==> config.mk <==
export PLATFORM = sky130hd
export DESIGN_NAME = prog_run_ctrl
export DESIGN_NICKNAME = d
export VERILOG_FILES = /design/src/rtl/prog_run_ctrl.sv
export SDC_FILE = /design/constraint.sdc
export NUM_CORES = 1
export LEC_CHECK = 0
export CORE_MARGIN = 2
export CORE_UTILIZATION = 49
export DETAILED_ROUTE_END_ITERATION = 10
export GPL_ROUTABILITY_DRIVEN = 0
export PLACE_DENSITY = 0.87
export SKIP_CTS_REPAIR_TIMING = 1
export SLEW_MARGIN = 5
export SYNTH_ARGS = -nofsm -noshare
export SYNTH_HDL_FRONTEND = slang
export SYNTH_SLANG_ARGS = --single-unit
==> constraint.sdc <==
create_clock -name Clk -period 6.05 [get_ports Clk]
set_clock_uncertainty 0.15 [all_clocks]
set_input_delay 1.5125 -clock Clk [delete_from_list [all_inputs] [get_ports Clk]]
set_output_delay 1.5125 -clock Clk [all_outputs]
set_load 0.01 [all_outputs]
==> src/rtl/prog_run_ctrl.sv <==
// Run controller for the 3BC core: loads the selected program's base PC, holds Start,
// then times the run until the core reports done, the timeout expires, or the host aborts.
module prog_run_ctrl #(
  parameter int unsigned      PC_W        = 10,
  parameter int unsigned      CNT_W       = 16,
  parameter logic [PC_W-1:0]  PROG0_BASE  = 10'd0,
  parameter logic [PC_W-1:0]  PROG1_BASE  = 10'd256,
  parameter logic [PC_W-1:0]  PROG2_BASE  = 10'd512,
  parameter int unsigned      START_LEN   = 2,
  parameter logic [CNT_W-1:0] TIMEOUT_CYC = 16'd60000
) (
  input  logic             Clk,
  input  logic             Reset,
  input  logic             Go,
  input  logic [1:0]       ProgSel,
  input  logic             Abort,
  input  logic             CoreAck,
  output logic             PcLoad,
  output logic [PC_W-1:0]  PcLoadAddr,
  output logic             CoreStart,
  output logic             Busy,
  output logic             Done,
  output logic             TimedOut,
  output logic             Reject,
  output logic [1:0]       RunIdx,
  output logic [CNT_W-1:0] CycleCount
);

  localparam int unsigned SL_W        = 4;
  localparam logic [1:0]  SEL_INVALID = 2'd3;

  typedef enum logic [2:0] {
    S_IDLE  = 3'd0,
    S_LOAD  = 3'd1,
    S_START = 3'd2,
    S_RUN   = 3'd3,
    S_DONE  = 3'd4
  } state_t;

  state_t           state_q, state_d;
  logic [SL_W-1:0]  start_cnt_q, start_cnt_d;
  logic [CNT_W-1:0] run_cnt_q, run_cnt_d;
  logic             rej_lock_q, rej_lock_d;
  logic             pc_load_q, pc_load_d;
  logic [PC_W-1:0]  pc_load_addr_q, pc_load_addr_d;
  logic             core_start_q, core_start_d;
  logic             busy_q, busy_d;
  logic             done_q, done_d;
  logic             timed_out_q, timed_out_d;
  logic             reject_q, reject_d;
  logic [1:0]       run_idx_q, run_idx_d;
  logic [CNT_W-1:0] cycle_count_q, cycle_count_d;

  function automatic logic [PC_W-1:0] base_of(input logic [1:0] sel);
    case (sel)
      2'd1:    base_of = PROG1_BASE;
      2'd2:    base_of = PROG2_BASE;
      default: base_of = PROG0_BASE;
    endcase
  endfunction

  // Next-state and next-output logic; CoreAck only matters in RUN.
  always_comb begin
    state_d        = state_q;
    start_cnt_d    = start_cnt_q;
    run_cnt_d      = run_cnt_q;
    rej_lock_d     = 1'b0;
    pc_load_addr_d = pc_load_addr_q;
    timed_out_d    = timed_out_q;
    reject_d       = 1'b0;
    run_idx_d      = run_idx_q;
    cycle_count_d  = cycle_count_q;

    case (state_q)
      S_IDLE: begin
        if (Go) begin
          if (ProgSel == SEL_INVALID) begin
            // One Reject per invalid request, however long Go is held.
            reject_d   = ~rej_lock_q;
            rej_lock_d = 1'b1;
          end else begin
            state_d        = S_LOAD;
            run_idx_d      = ProgSel;
            pc_load_addr_d = base_of(ProgSel);
          end
        end
      end
      S_LOAD: begin
        if (Abort) begin
          state_d = S_IDLE;
        end else begin
          state_d     = S_START;
          start_cnt_d = SL_W'(1);
        end
      end
      S_START: begin
        if (Abort) begin
          state_d = S_IDLE;
        end else if (start_cnt_q >= SL_W'(START_LEN)) begin
          state_d   = S_RUN;
          run_cnt_d = '0;
        end else begin
          start_cnt_d = start_cnt_q + SL_W'(1);
        end
      end
      S_RUN: begin
        if (Abort) begin
          state_d = S_IDLE;
        end else if (CoreAck) begin
          state_d       = S_DONE;
          cycle_count_d = run_cnt_q;
          timed_out_d   = 1'b0;
        end else if (run_cnt_q == TIMEOUT_CYC) begin
          state_d       = S_DONE;
          cycle_count_d = TIMEOUT_CYC;
          timed_out_d   = 1'b1;
        end else begin
          run_cnt_d = run_cnt_q + CNT_W'(1);
        end
      end
      S_DONE: begin
        if (!Go) state_d = S_IDLE;
      end
      default: state_d = S_IDLE;
    endcase

    pc_load_d    = (state_d == S_LOAD);
    core_start_d = (state_d == S_START);
    busy_d       = (state_d == S_LOAD) || (state_d == S_START) || (state_d == S_RUN);
    done_d       = (state_d == S_DONE);
  end

  always_ff @(posedge Clk) begin
    if (Reset) begin
      state_q        <= S_IDLE;
      start_cnt_q    <= '0;
      run_cnt_q      <= '0;
      rej_lock_q     <= 1'b0;
      pc_load_q      <= 1'b0;
      pc_load_addr_q <= '0;
      core_start_q   <= 1'b0;
      busy_q         <= 1'b0;
      done_q         <= 1'b0;
      timed_out_q    <= 1'b0;
      reject_q       <= 1'b0;
      run_idx_q      <= '0;
      cycle_count_q  <= '0;
    end else begin
      state_q        <= state_d;
      start_cnt_q    <= start_cnt_d;
      run_cnt_q      <= run_cnt_d;
      rej_lock_q     <= rej_lock_d;
      pc_load_q      <= pc_load_d;
      pc_load_addr_q <= pc_load_addr_d;
      core_start_q   <= core_start_d;
      busy_q         <= busy_d;
      done_q         <= done_d;
      timed_out_q    <= timed_out_d;
      reject_q       <= reject_d;
      run_idx_q      <= run_idx_d;
      cycle_count_q  <= cycle_count_d;
    end
  end

  assign PcLoad     = pc_load_q;
  assign PcLoadAddr = pc_load_addr_q;
  assign CoreStart  = core_start_q;
  assign Busy       = busy_q;
  assign Done       = done_q;
  assign TimedOut   = timed_out_q;
  assign Reject     = reject_q;
  assign RunIdx     = run_idx_q;
  assign CycleCount = cycle_count_q;

endmodule

# Word level (Yosys, flattened, before mapping)

Cells that the tools add are included.
W data, S select, Z words.

Flip-flop bits (word level): 58
Output and inout bits: 34
Input bits: 7

Mux-type cells: 26
Eq/ne operators: 19
$add $sub $neg: 2
Reductions and logical operators: 12
Bitwise operators: 5
Order comparisons: 1

Operators with widths:

| cell                    | number |
|---|---|
| $mux W16                | 7 |
| $pmux W16 S2            | 1 |
| $mux W3                 | 8 |
| $pmux W10 S2            | 1 |
| $add A16 B1 Y16 const B | 1 |
| $eq A16 B16 Y1 const B  | 1 |
| $pmux W3 S5             | 1 |
| $ne A2 B2 Y1 const B    | 7 |
| $eq A3 B2 Y1 const B    | 4 |
| $mux W4                 | 3 |
| $pmux W4 S2             | 1 |
| $eq A3 B1 Y1 const B    | 2 |
| $eq A3 B3 Y1 const B    | 2 |
| $reduce_and A3 Y1       | 2 |
| $reduce_and A6 Y1       | 1 |
| $reduce_bool A2 Y1      | 3 |
| $not A1 Y1              | 5 |
| $add A4 B1 Y4 const B   | 1 |
| $eq A2 B2 Y1 const B    | 2 |
| $ge A4 B2 Y1 const B    | 1 |
| $reduce_and A4 Y1       | 1 |
| $reduce_or A4 Y1        | 1 |
| $logic_not A3 Y1        | 1 |
| $mux W1                 | 3 |
| other kinds (4)         | 5 |

# Depth between registers and ports, before layout

Depth after elaboration: 8
Gate-level depth with buffers: 9
Depth with buffers taken out: 7

# Worst setup path after synthesis

Ideal clock, no wire load.

Path type: input to register
Start point: input Abort
End point: register run_cnt_q[11]
Setup slack: 2.936 ns
Data required time: 5.829 ns
Stages: 5
Data arrival time: 2.893 ns
Path through: nor2_1 -> nand3_1 -> o31a_4 -> or4_1 -> a21oi_1

Cells in the longest elaborated chain, start to end: 2
Elaborated cells on any way between the ends: 3

Ends and longest elaborated chain:

| item                            | line | text |
|---|---|---|
| start: declaration              | 16   | `input logic Abort,` |
| $ne A2 B2 Y1 (no line)          | n/a  |  |
| $reduce_and A6 Y1 (no line) (*) | n/a  |  |
| end signal: assignment          | 151  | `run_cnt_q <= run_cnt_d;` |
| end: declaration                | 42   | `logic [CNT_W-1:0] run_cnt_q, run_cnt_d;` |

Every way passes the cells marked *; elsewhere a longest branch is shown, timed or not.
A chain may end at the register's enable or synchronous reset.

# Worst setup path in the final report

Start point: input Abort
End point: register run_cnt_q[12]

The elaborated chain is that of the path after synthesis.

==> run summary <==
Post-Syn Instances = 249
Avg Cell Area, Syn = 8.804 sq um
# port buffers = 32
Die Y = 70.89 um
Slew Limit Fails = 0
Worst Hold Class = flip-flop to flip-flop
reg-to-reg endpoint = run_cnt_q[10]
FF+latch count, synth = 50
Setup TNS = 0 ns
Sink Count = 50
post-route setup slack = 2.557 ns
cts bufs inserted = 5
first-pass GRT wire length = 7.362 mm
maximum buffer depth of the clock tree = 2
Reg2Reg Depth = 7
routed vias/inst = 5.733
pin count of the biggest net entering global routing = 35
total number of vias = 1886
CP endpoint kind = flip-flop
Layout Nets = 287
final antenna-violating net count = 0
share of total power in combinational logic = 6.0%
post-synth cell types = 44
prevailing post-synth register cell = dfxtp_1
Starting Density = 50.69%
asr flop ratio synth = 0%
Finished Cell Area = 2587 sq um
sequential power share = 58.7%
Worst Tran Pin Value = 0.8464 ns
Sw Pwr = 140.7 uW
Sw Share = 24.60%
critical path cell sequence = clkdlybuf4s50_1 -> nor2_1 -> nand3_1 -> o31a_4 -> or4_1 -> a21oi_1
DPL Wire Length = 3.245 mm
Ant. Diodes = 0
beginning of the worst register-to-register path = start_cnt_q[0]
PD cells = 221.0 nW/um^2
clock share of power = 35.2%
crit path DAT = 3.59 ns
final setup fails = 0
initial antenna violation count = 0
Clock Latency Late Sink = 0.32 ns
Hold Crit Start = rej_lock_q
Crit Path Max Fanout = 17
P&R area growth vs syn = 18.04%
outcome = completed
total track usage = 18.72%
die extent in x = 70.89 um
1st-iter DRT viols = 112
Ports = 41
wire per inst = 14.02 um
EDFF count, synth = 0
MaxCap Viol Count = 0
Fin. Hold Viols = 0
Layout Utilization = 59.84%
Crit Path Class = input port to flip-flop
drt drc = 0
die area = 5025 sq um
final worst path period share = 57.74%
htree depth = 2
Cell Int Power = 431.1 uW
post-synthesis cell area = 2192 sq um
peak supply drop = 0.0001256 V
WP data required = 6.14 ns
R2R Setup Slk = 3.58 ns
GR Overflow Total = 0
Area after DPL = 2495 sq um
fin crit period = 3.493 ns
# fillers = 400
CTS tree = built
worst hold stages = 1
Hold EP = Reject
pre-CTS WS = 2.258 ns
ratio of cells with drive above 1 in the final layout = 3.971%
Worst Setup Start Kind = input port
final wirelength = 4.614 mm
First-pass DRT Iterations = 4
row cnt = 24
Slew Limit Headroom = 43.37%
clk slew on worst S/H paths = 0.10 ns
maximum clock rate = 0.2863 GHz
Yosys warnings = 0
core area = 4324 sq um
Hold WS = 0.2597 ns
vias in the first global route = 1617
RSZ-0062 raised after global routing = false
CP max-delay cell = or4_1
sequential cell area fraction in the yosys report = 45.66%
Leak Pwr = 0.0009400 uW
CTS Root Cell = clkbuf_8
Critical Path Max Stage Delay = 0.52 ns
-- how the worst max path moves through the flow --
stage / start / endpoint / depth (start not counted)
6_report: Abort / run_cnt_q[12] / 6
5_1_grt: Abort / run_cnt_q[15] / 6
4_1_cts: Abort / run_cnt_q[11] / 6
3_5_place_dp: Abort / run_cnt_q[11] / 6
3_3_place_gp: Abort / run_cnt_q[11] / 6
2_1_floorplan: Abort / run_cnt_q[11] / 5
-- kinds of logic after synthesis --
logic type / share of synthesized area [%]
compound gates: 14.55
simple gates: 26.03
buf+inv: 6.507
xor+xnor: 1.598
other cells: 0.1711
mux: 3.196
fa+ha+maj: 2.283
flops: 45.66
-- power by group through the flow --
stage,combinational (uW),clock [uW],sequential (uW)
global placement,33.9,0,343
CTS,34.5,202,336
floorplan,24.0,0,344
global route,37.7,216,337
finish,34.4,201,336
detailed placement,34.3,0,344
-- layout make-up --
cell class | count | area, sq um | area share (%)
clock buffer | 5 | 68.82 | 2.660
clock inverter | 3 | 23.77 | 0.9188
timing repair buffer | 33 | 327.8 | 12.67
multi-input combinational | 179 | 1075 | 41.54
sequential | 50 | 1001 | 38.68
inverter | 7 | 26.28 | 1.015
tap | 52 | 65.06 | 2.515
-- flip-flops by register name (all words and copies together) (netlist names) --
| register | count |
|---|---|
| start_cnt_q | 4 |
| Done | 1 |
| CycleCount | 16 |
| RunIdx | 2 |
| rej_lock_q | 1 |
| PcLoadAddr | 2 |
| PcLoad | 1 |
| CoreStart | 1 |
| Reject | 1 |
| state_q | 3 |
| run_cnt_q | 16 |
| TimedOut | 1 |
| Busy | 1 |
-- stage by stage --
stage	std cells	power, uW
finish	329	571.8
global route	329	590.6
CTS	329	572.7
detailed placement	321	377.9
global placement	321	377.3
floorplan	256	368.2
-- cells in the mapped netlist, drive strengths merged, types with 2 or more instances --
cell    count  area (sq um)
nor3        8         40.04
o31a        2         26.28
xnor2       3         26.28
or4         4         30.03
a22oi       9         67.56
inv         7         26.28
a21oi      16         80.08
o21ai       3         15.01
ha          4         50.05
o211ai      2         15.01
and4        3         26.28
nor2b       2         12.51
nor4        5         31.28
o31ai       4         30.03
or4b        3         30.03
and3        3         18.77
nand2b      5         31.28
nor2       40         150.1
nor4b       2         17.52
dfxtp      50          1001
nand2      14         52.55
nor4bb      2         20.02
clkbuf      8         30.03
nor3b       3         22.52
nand3       8         40.04
mux2i       7         70.07
nand4       5         31.28
o21a        3         22.52
buf        12         86.33
a211oi      3         22.52
-- layout by cell type, fill, tap and decap left out, types with 3 or more instances in the layout --
| master | n |
|---|---|
| a211oi_1 | 3 |
| a21oi_1 | 16 |
| a22oi_1 | 9 |
| and3_1 | 3 |
| and4_1 | 3 |
| clkbuf_8 | 5 |
| clkdlybuf4s50_1 | 32 |
| conb_1 | 8 |
| dfxtp_1 | 50 |
| ha_1 | 4 |
| inv_1 | 7 |
| mux2i_1 | 7 |
| nand2_1 | 14 |
| nand2b_1 | 5 |
| nand3_1 | 8 |
| nand4_1 | 5 |
| nor2_1 | 40 |
| nor3_1 | 8 |
| nor3b_1 | 3 |
| nor4_1 | 5 |
| o21a_1 | 3 |
| o31ai_1 | 4 |
| or4_1 | 4 |
| xnor2_1 | 3 |
-- routing by layer --
| metal | GRT usage, % | vias to the layer above | wire length, um |
|---|---|---|---|
| li1 | - | 929 | - |
| met1 | 23.72 | 897 | 2044 |
| met2 | 30.22 | 50 | 2231 |
| met3 | 5.698 | 10 | 253 |
| met4 | 6.918 | 0 | 85 |
| met5 | 0 | - | 0 |
-- critical path: cells and delay by family --
family,cells,cell delay (ns)
AND/OR/NAND/NOR,3,0.99
AO/OA/AOI/OAI,2,0.62
buffers and inverters,1,0.46
Power figures use the tool's default switching activity.
